<file path="src/rtl/ahb_arbiter_2m_pkg.sv">
// Shared AHB codes and sizing helpers for the two-master arbiter.
package ahb_arbiter_2m_pkg;

    typedef enum logic [1:0] {
        HTRANS_IDLE   = 2'b00,
        HTRANS_BUSY   = 2'b01,
        HTRANS_NONSEQ = 2'b10,
        HTRANS_SEQ    = 2'b11
    } htrans_e;

    typedef enum logic [2:0] {
        HBURST_SINGLE = 3'b000,
        HBURST_INCR   = 3'b001,
        HBURST_WRAP4  = 3'b010,
        HBURST_INCR4  = 3'b011
    } hburst_e;

    typedef enum logic [2:0] {
        HSIZE_BYTE = 3'b000,
        HSIZE_HALF = 3'b001,
        HSIZE_WORD = 3'b010
    } hsize_e;

    // Hold counter must represent 0..max_hold and never collapse to zero width.
    function automatic int hold_w(input int max_hold);
        return (max_hold < 1) ? 1 : $clog2(max_hold + 1);
    endfunction

endpackage

</file>
<file path="src/rtl/ahb_arbiter_2m_if.sv">
// Bus bundle between the two master bridges, the arbiter and the shared slave side.
interface ahb_arbiter_2m_if;
    logic        m0_hbusreq;
    logic [31:0] m0_haddr;
    logic [1:0]  m0_htrans;
    logic [2:0]  m0_hsize;
    logic [2:0]  m0_hburst;
    logic        m0_hwrite;
    logic [31:0] m0_hwdata;
    logic        m1_hbusreq;
    logic [31:0] m1_haddr;
    logic [1:0]  m1_htrans;
    logic [2:0]  m1_hsize;
    logic [2:0]  m1_hburst;
    logic        m1_hwrite;
    logic [31:0] m1_hwdata;
    logic        m0_hgrant;
    logic        m1_hgrant;
    logic [31:0] hrdata;
    logic        hready;
    logic        hmaster;
    logic [31:0] s_haddr;
    logic [1:0]  s_htrans;
    logic [2:0]  s_hsize;
    logic [2:0]  s_hburst;
    logic        s_hwrite;
    logic [31:0] s_hwdata;
    logic [31:0] s_hrdata;
    logic        s_hready;

    modport slave (
        input  m0_hbusreq, m0_haddr, m0_htrans, m0_hsize, m0_hburst, m0_hwrite, m0_hwdata,
        input  m1_hbusreq, m1_haddr, m1_htrans, m1_hsize, m1_hburst, m1_hwrite, m1_hwdata,
        input  s_hrdata, s_hready,
        output m0_hgrant, m1_hgrant, hrdata, hready, hmaster,
        output s_haddr, s_htrans, s_hsize, s_hburst, s_hwrite, s_hwdata
    );

    modport master (
        output m0_hbusreq, m0_haddr, m0_htrans, m0_hsize, m0_hburst, m0_hwrite, m0_hwdata,
        output m1_hbusreq, m1_haddr, m1_htrans, m1_hsize, m1_hburst, m1_hwrite, m1_hwdata,
        output s_hrdata, s_hready,
        input  m0_hgrant, m1_hgrant, hrdata, hready, hmaster,
        input  s_haddr, s_htrans, s_hsize, s_hburst, s_hwrite, s_hwdata
    );
endinterface

</file>
<file path="src/rtl/ahb_arbiter_2m_pick.sv">
// Next-owner selection: keep, preempt, prioritise or park. Purely combinational.
module ahb_arb_pick (
    input  logic [1:0] req_i,
    input  logic       owner_i,
    input  logic       parked_i,
    input  logic       hold_exp_i,
    input  logic       last_i,
    input  logic       rr_i,
    input  logic       dflt_i,
    output logic       next_o
);
    logic       other;
    logic [1:0] cand;

    always_comb begin
        other = ~owner_i;
        cand  = req_i;
        // An expired owner is dropped from the candidates so the handover is real.
        if (hold_exp_i && req_i[other]) cand[owner_i] = 1'b0;
        next_o = dflt_i;
        // A parked owner has no claim; only a requesting owner may keep the bus.
        if (!parked_i && cand[owner_i])
            next_o = owner_i;
        else if (cand == 2'b11)
            next_o = rr_i ? ~last_i : 1'b1;
        else if (cand[1])
            next_o = 1'b1;
        else if (cand[0])
            next_o = 1'b0;
    end
endmodule

</file>
<file path="src/rtl/ahb_arbiter_2m.sv">
// Two-master AHB arbiter: ownership registers, hold limiter and address/write-data muxes.
module ahb_arbiter_2m
    import ahb_arbiter_2m_pkg::*;
#(
    parameter int DEFAULT_MASTER = 0,
    parameter int PRIO_MODE      = 0,
    parameter int MAX_HOLD       = 8
) (
    input logic              clk,
    input logic              rst,
    ahb_arbiter_2m_if.slave  bus
);
    localparam int   HW   = hold_w(MAX_HOLD);
    localparam logic DFLT = 1'(DEFAULT_MASTER);

    logic          hmaster_q,   hmaster_d;
    logic          hmaster_dph_q, hmaster_dph_d;
    logic          last_q,      last_d;
    logic          parked_q,    parked_d;
    logic [HW-1:0] hold_cnt_q,  hold_cnt_d;
    logic [1:0]    req;
    logic          hold_exp;
    logic          owner_nxt;

    assign req      = {bus.m1_hbusreq, bus.m0_hbusreq};
    assign hold_exp = (MAX_HOLD != 0) && (hold_cnt_q >= HW'(MAX_HOLD));

    ahb_arb_pick u_pick (
        .req_i      (req),
        .owner_i    (hmaster_q),
        .parked_i   (parked_q),
        .hold_exp_i (hold_exp),
        .last_i     (last_q),
        .rr_i       (PRIO_MODE != 0),
        .dflt_i     (DFLT),
        .next_o     (owner_nxt)
    );

    always_comb begin
        hmaster_d     = hmaster_q;
        hmaster_dph_d = hmaster_dph_q;
        last_d        = last_q;
        parked_d      = parked_q;
        hold_cnt_d    = hold_cnt_q;
        if (bus.s_hready) begin
            hmaster_d     = owner_nxt;
            hmaster_dph_d = hmaster_q;
            parked_d      = ~|req;
            if (owner_nxt != hmaster_q) begin
                hold_cnt_d = '0;
                last_d     = owner_nxt;
            end else if (req[~hmaster_q] && hold_cnt_q != HW'(MAX_HOLD)) begin
                hold_cnt_d = hold_cnt_q + HW'(1);
            end
        end
    end

    always_ff @(posedge clk or posedge rst) begin
        if (rst) begin
            hmaster_q     <= DFLT;
            hmaster_dph_q <= DFLT;
            last_q        <= DFLT;
            parked_q      <= 1'b1;
            hold_cnt_q    <= '0;
        end else begin
            hmaster_q     <= hmaster_d;
            hmaster_dph_q <= hmaster_dph_d;
            last_q        <= last_d;
            parked_q      <= parked_d;
            hold_cnt_q    <= hold_cnt_d;
        end
    end

    // Grant and address-phase owner move together, so one-hot is by construction.
    assign bus.m0_hgrant = ~hmaster_q;
    assign bus.m1_hgrant = hmaster_q;
    assign bus.hmaster   = hmaster_q;

    assign bus.s_haddr  = hmaster_q ? bus.m1_haddr  : bus.m0_haddr;
    assign bus.s_hsize  = hmaster_q ? bus.m1_hsize  : bus.m0_hsize;
    assign bus.s_hburst = hmaster_q ? bus.m1_hburst : bus.m0_hburst;
    assign bus.s_hwrite = hmaster_q ? bus.m1_hwrite : bus.m0_hwrite;
    assign bus.s_htrans = !req[hmaster_q] ? HTRANS_IDLE :
                          (hmaster_q ? bus.m1_htrans : bus.m0_htrans);
    assign bus.s_hwdata = hmaster_dph_q ? bus.m1_hwdata : bus.m0_hwdata;

    assign bus.hrdata = bus.s_hrdata;
    assign bus.hready = bus.s_hready;
endmodule

</file>
<file path="src/flat_wrapper.sv">
// flat-port wrapper written by rule: the top's interface ports become plain ports
module ahb_arbiter_2m_flat import ahb_arbiter_2m_pkg::*;
#(
    parameter int DEFAULT_MASTER = 0,
    parameter int PRIO_MODE      = 0,
    parameter int MAX_HOLD       = 8
)
  (clk, rst, bus_m0_hbusreq, bus_m0_haddr, bus_m0_htrans, bus_m0_hsize, bus_m0_hburst, bus_m0_hwrite, bus_m0_hwdata, bus_m1_hbusreq, bus_m1_haddr, bus_m1_htrans, bus_m1_hsize, bus_m1_hburst, bus_m1_hwrite, bus_m1_hwdata, bus_s_hrdata, bus_s_hready, bus_m0_hgrant, bus_m1_hgrant, bus_hrdata, bus_hready, bus_hmaster, bus_s_haddr, bus_s_htrans, bus_s_hsize, bus_s_hburst, bus_s_hwrite, bus_s_hwdata);
  ahb_arbiter_2m_if bus_i ();
  input logic clk;
  input logic rst;
  input wire logic [$bits(bus_i.m0_hbusreq)-1:0] bus_m0_hbusreq;
  input wire logic [$bits(bus_i.m0_haddr)-1:0] bus_m0_haddr;
  input wire logic [$bits(bus_i.m0_htrans)-1:0] bus_m0_htrans;
  input wire logic [$bits(bus_i.m0_hsize)-1:0] bus_m0_hsize;
  input wire logic [$bits(bus_i.m0_hburst)-1:0] bus_m0_hburst;
  input wire logic [$bits(bus_i.m0_hwrite)-1:0] bus_m0_hwrite;
  input wire logic [$bits(bus_i.m0_hwdata)-1:0] bus_m0_hwdata;
  input wire logic [$bits(bus_i.m1_hbusreq)-1:0] bus_m1_hbusreq;
  input wire logic [$bits(bus_i.m1_haddr)-1:0] bus_m1_haddr;
  input wire logic [$bits(bus_i.m1_htrans)-1:0] bus_m1_htrans;
  input wire logic [$bits(bus_i.m1_hsize)-1:0] bus_m1_hsize;
  input wire logic [$bits(bus_i.m1_hburst)-1:0] bus_m1_hburst;
  input wire logic [$bits(bus_i.m1_hwrite)-1:0] bus_m1_hwrite;
  input wire logic [$bits(bus_i.m1_hwdata)-1:0] bus_m1_hwdata;
  input wire logic [$bits(bus_i.s_hrdata)-1:0] bus_s_hrdata;
  input wire logic [$bits(bus_i.s_hready)-1:0] bus_s_hready;
  output wire logic [$bits(bus_i.m0_hgrant)-1:0] bus_m0_hgrant;
  output wire logic [$bits(bus_i.m1_hgrant)-1:0] bus_m1_hgrant;
  output wire logic [$bits(bus_i.hrdata)-1:0] bus_hrdata;
  output wire logic [$bits(bus_i.hready)-1:0] bus_hready;
  output wire logic [$bits(bus_i.hmaster)-1:0] bus_hmaster;
  output wire logic [$bits(bus_i.s_haddr)-1:0] bus_s_haddr;
  output wire logic [$bits(bus_i.s_htrans)-1:0] bus_s_htrans;
  output wire logic [$bits(bus_i.s_hsize)-1:0] bus_s_hsize;
  output wire logic [$bits(bus_i.s_hburst)-1:0] bus_s_hburst;
  output wire logic [$bits(bus_i.s_hwrite)-1:0] bus_s_hwrite;
  output wire logic [$bits(bus_i.s_hwdata)-1:0] bus_s_hwdata;
  assign bus_i.m0_hbusreq = bus_m0_hbusreq;
  assign bus_i.m0_haddr = bus_m0_haddr;
  assign bus_i.m0_htrans = bus_m0_htrans;
  assign bus_i.m0_hsize = bus_m0_hsize;
  assign bus_i.m0_hburst = bus_m0_hburst;
  assign bus_i.m0_hwrite = bus_m0_hwrite;
  assign bus_i.m0_hwdata = bus_m0_hwdata;
  assign bus_i.m1_hbusreq = bus_m1_hbusreq;
  assign bus_i.m1_haddr = bus_m1_haddr;
  assign bus_i.m1_htrans = bus_m1_htrans;
  assign bus_i.m1_hsize = bus_m1_hsize;
  assign bus_i.m1_hburst = bus_m1_hburst;
  assign bus_i.m1_hwrite = bus_m1_hwrite;
  assign bus_i.m1_hwdata = bus_m1_hwdata;
  assign bus_i.s_hrdata = bus_s_hrdata;
  assign bus_i.s_hready = bus_s_hready;
  assign bus_m0_hgrant = bus_i.m0_hgrant;
  assign bus_m1_hgrant = bus_i.m1_hgrant;
  assign bus_hrdata = bus_i.hrdata;
  assign bus_hready = bus_i.hready;
  assign bus_hmaster = bus_i.hmaster;
  assign bus_s_haddr = bus_i.s_haddr;
  assign bus_s_htrans = bus_i.s_htrans;
  assign bus_s_hsize = bus_i.s_hsize;
  assign bus_s_hburst = bus_i.s_hburst;
  assign bus_s_hwrite = bus_i.s_hwrite;
  assign bus_s_hwdata = bus_i.s_hwdata;
  ahb_arbiter_2m #(.DEFAULT_MASTER(DEFAULT_MASTER), .PRIO_MODE(PRIO_MODE), .MAX_HOLD(MAX_HOLD)) u_core (.clk(clk), .rst(rst), .bus(bus_i));
endmodule
</file>
<file path="config.mk">
export PLATFORM = sky130hd
export DESIGN_NAME = ahb_arbiter_2m_flat
export DESIGN_NICKNAME = d
export VERILOG_FILES = /design/src/rtl/ahb_arbiter_2m_pkg.sv /design/src/rtl/ahb_arbiter_2m_if.sv /design/src/rtl/ahb_arbiter_2m_pick.sv /design/src/rtl/ahb_arbiter_2m.sv /design/src/flat_wrapper.sv
export SDC_FILE = /design/constraint.sdc
export NUM_CORES = 1
export LEC_CHECK = 0
export BUFFER_PORTS_ARGS = -buffer_cell sky130_fd_sc_hd__buf_2
export CORE_AREA = 2 2 114 116
export DETAILED_ROUTE_END_ITERATION = 12
export DIE_AREA = 0 0 116 118
export PLACE_DENSITY = 0.56
export SLEW_MARGIN = 20
export SYNTH_ARGS = -nofsm -noshare
export SYNTH_HDL_FRONTEND = slang
export SYNTH_SLANG_ARGS = --single-unit
</file>
<file path="constraint.sdc">
create_clock -name clk -period 2 [get_ports clk]
set_clock_uncertainty 0.05 [all_clocks]
set_input_delay 0.2 -clock clk [delete_from_list [all_inputs] [get_ports clk]]
set_output_delay 0.2 -clock clk [all_outputs]
set_load 0.02 [all_outputs]
</file>
==> results.toml <==
[outcome]
status = "complete, no violations"

[cts]
clock-sinks = 7
clk_latency_ns = 0.23
clk_path_buf_depth = 2
cts_tree = "built"
htree_levels = 1
clk_pin_slew_ns = 0.04
post-cts-setup-buffers = 0
cts_buffers = 3
root_buffer = "clkbuf_16"

[sta]
tightest_slew_ns = 0.308
min_period_over_period = 0.874
tns_ns = 0
final_hold_viol_count = 0
setup_viol = 0
finalMaxSlewViolations = 0
fmax_mhz = 572
final.min_clock_period_ns = 1.75
rsz0062_at_grt = "false"
timing.hold.ws_ns = 0.209
maxSlewHeadroom = 0.794

[job]
max_cap_violations = 0

[worst_setup_path]
cp-end-kind = "output pin"
crit_type = "flip-flop to output pin"
cp-start-kind = "flip-flop"
cp_max_fo = 46
crit_chain = "buf_12 > mux2_2 > buf_2"
r2r_setup_slack_ns = 0.31
cp.arrival_ns = 1.50
slowest_stage = "dfrtp_2"
slowest_delay_ns = 0.44
worst_ep_required_time_ns = 1.75

[die]
die-height_um = 118
start_util = 0.125
io_pins = 292
die_area_um2 = 13700
rows = 41
core_area_um2 = 12400
die_w_um = 116

[hold_path]
hold_path_class = "input port to flip-flop"

[global_route]
grt_overflow = 0
antenna_found_initial = 0
grt_util_all_layers = 0.0864
grt_pass1_vias = 2007
grt_first_pass_wirelength_um = 9360
grt_max_degree = 47

[finish]
fin_nets = 539
layout_common_cells = "buf_2 (227), mux2_2 (75), nand2_1 (5), inv_1 (5), dfrtp_1 (5)"
drive_gt1_frac = 0.884
area_growth_pct = 76.1
layout_commonest_cell = "buf_2"
n_antenna_cell = 0
fill_cells = 1372

[synthesis]
netlist.area_leader.share = 0.544
ys_seq_elements = 7
synth_top_area_cell = "mux2_2"
ys_seq_area_frac = 0.114
syn_area_um2 = 1550
yosys_warnings = 0
synth_cell_type_count = 27
synthTopCellsByArea = "mux2_2 (54%), buf_4 (16%), dfrtp_1 (9.7%), clkbuf_1 (1.7%), dfstp_2 (1.7%)"
syn_area_per_cell_um2 = 9.47
syn_inst = 164
syn_nets = 349

[detailed_routing]
drc = 0
dr.first_iter.drc_count = 47
ant_nets = 0
via_per_inst = 3.82
drtPass1Iterations = 4
post_drt_wl_per_cell_um = 12.2
routed_wl_um = 6420
via_count = 2003

[placed_design]
hpwlAfterDp_um = 5650
portBuffers = 227
routabilityCongestion = 0.831

[power]
cellLeakagePower_uw = 0.00144
p_total_uw = 2030
powerDensity_nw_per_um2 = 743
vdd_drop_max_uv = 173
## through the flow
stage,util,area (um2),cells,setup WS [ns]
final,0.220,2730,525,0.252
after global routing,0.220,2730,525,0.199
after CTS,0.220,2730,525,0.237
after detailed placement,0.213,2650,520,0.325
after global placement,0.213,2650,520,0.326
after floorplan,-,1550,164,0.176
## final timing paths
kind / startpoint / cells past startpoint / to
setup / recovery: u_core.bus.hmaster / 3 / bus_s_haddr[0]
hold / removal: bus_m1_hbusreq / 3 / u_core.bus.hmaster
setup reg to reg: u_core.hold_cnt_q[3] / 4 / u_core.hold_cnt_q[3]
hold reg to reg: u_core.hold_cnt_q[2] / 2 / u_core.hold_cnt_q[2]
max in group asynchronous: rst / 3 / u_core.parked_q
min in group asynchronous: rst / 3 / u_core.hold_cnt_q[3]
## cells by family after synthesis
logic type,share of synthesized area
compound gates,0.0596
fa+ha+maj,0.0161
buf+inv,0.205
flops,0.114
mux,0.544
simple gates,0.0612
## state kept, by name, indices dropped and copies added, names as in the netlist
register,count
u_core.parked_q,1
u_core.hmaster_dph_q,1
u_core.bus.hmaster,1
u_core.hold_cnt_q,4
## report_power, final
part           internal [uW]  switching (uW)
Sequential               187            57.6
Combinational            684             756
Clock                    266            81.5
Total                   1140             895
## metal layers
metal  GRT usage  wire length [um]  vias up  part of all wire
li1            -                 -      928                 -
met3      0.0103               547       21             0.085
met5           0                 0        -                 0
met2       0.158              3250      126              0.51
met1      0.0929              2380      928              0.37
met4      0.0521               252        0             0.039
## repair_timing
action,CTS,global route
hold endpoints to repair,6,0
setup endpoints to repair,0,0
hold buffers,1,0
gates resized for setup,0,0
## area by class of cell
type / instances / area, um2 / area share
timing repair buffer: 230 / 1190 / 0.434
sequential: 7 / 178 / 0.0650
inverter: 5 / 18.8 / 0.00686
tap: 172 / 215 / 0.0787
multi-input combinational: 107 / 1060 / 0.387
clock buffer: 4 / 78.8 / 0.0288
## worst max-delay path: cells and delay by family (launching register included)
kind / cells / cell delay [ns]
buffers and inverters: 2 / 0.42
DFF: 1 / 0.44
muxes: 1 / 0.39
## cells in the mapped netlist, drive strengths merged
cell,number
clkbuf,7
nand3,3
inv,5
nand2,5
mux2,75
o22ai,1
nor4b,1
a22o,2
a21bo,1
buf,38
or3b,1
nor2b,2
and2b,1
nor2,1
a311o,1
ha,2
and3,1
a21boi,1
a22oi,1
nand4,2
o21a,1
dfrtp,6
dfstp,1
a21oi,2
o21ai,3
(Power assumes the default switching activity.)
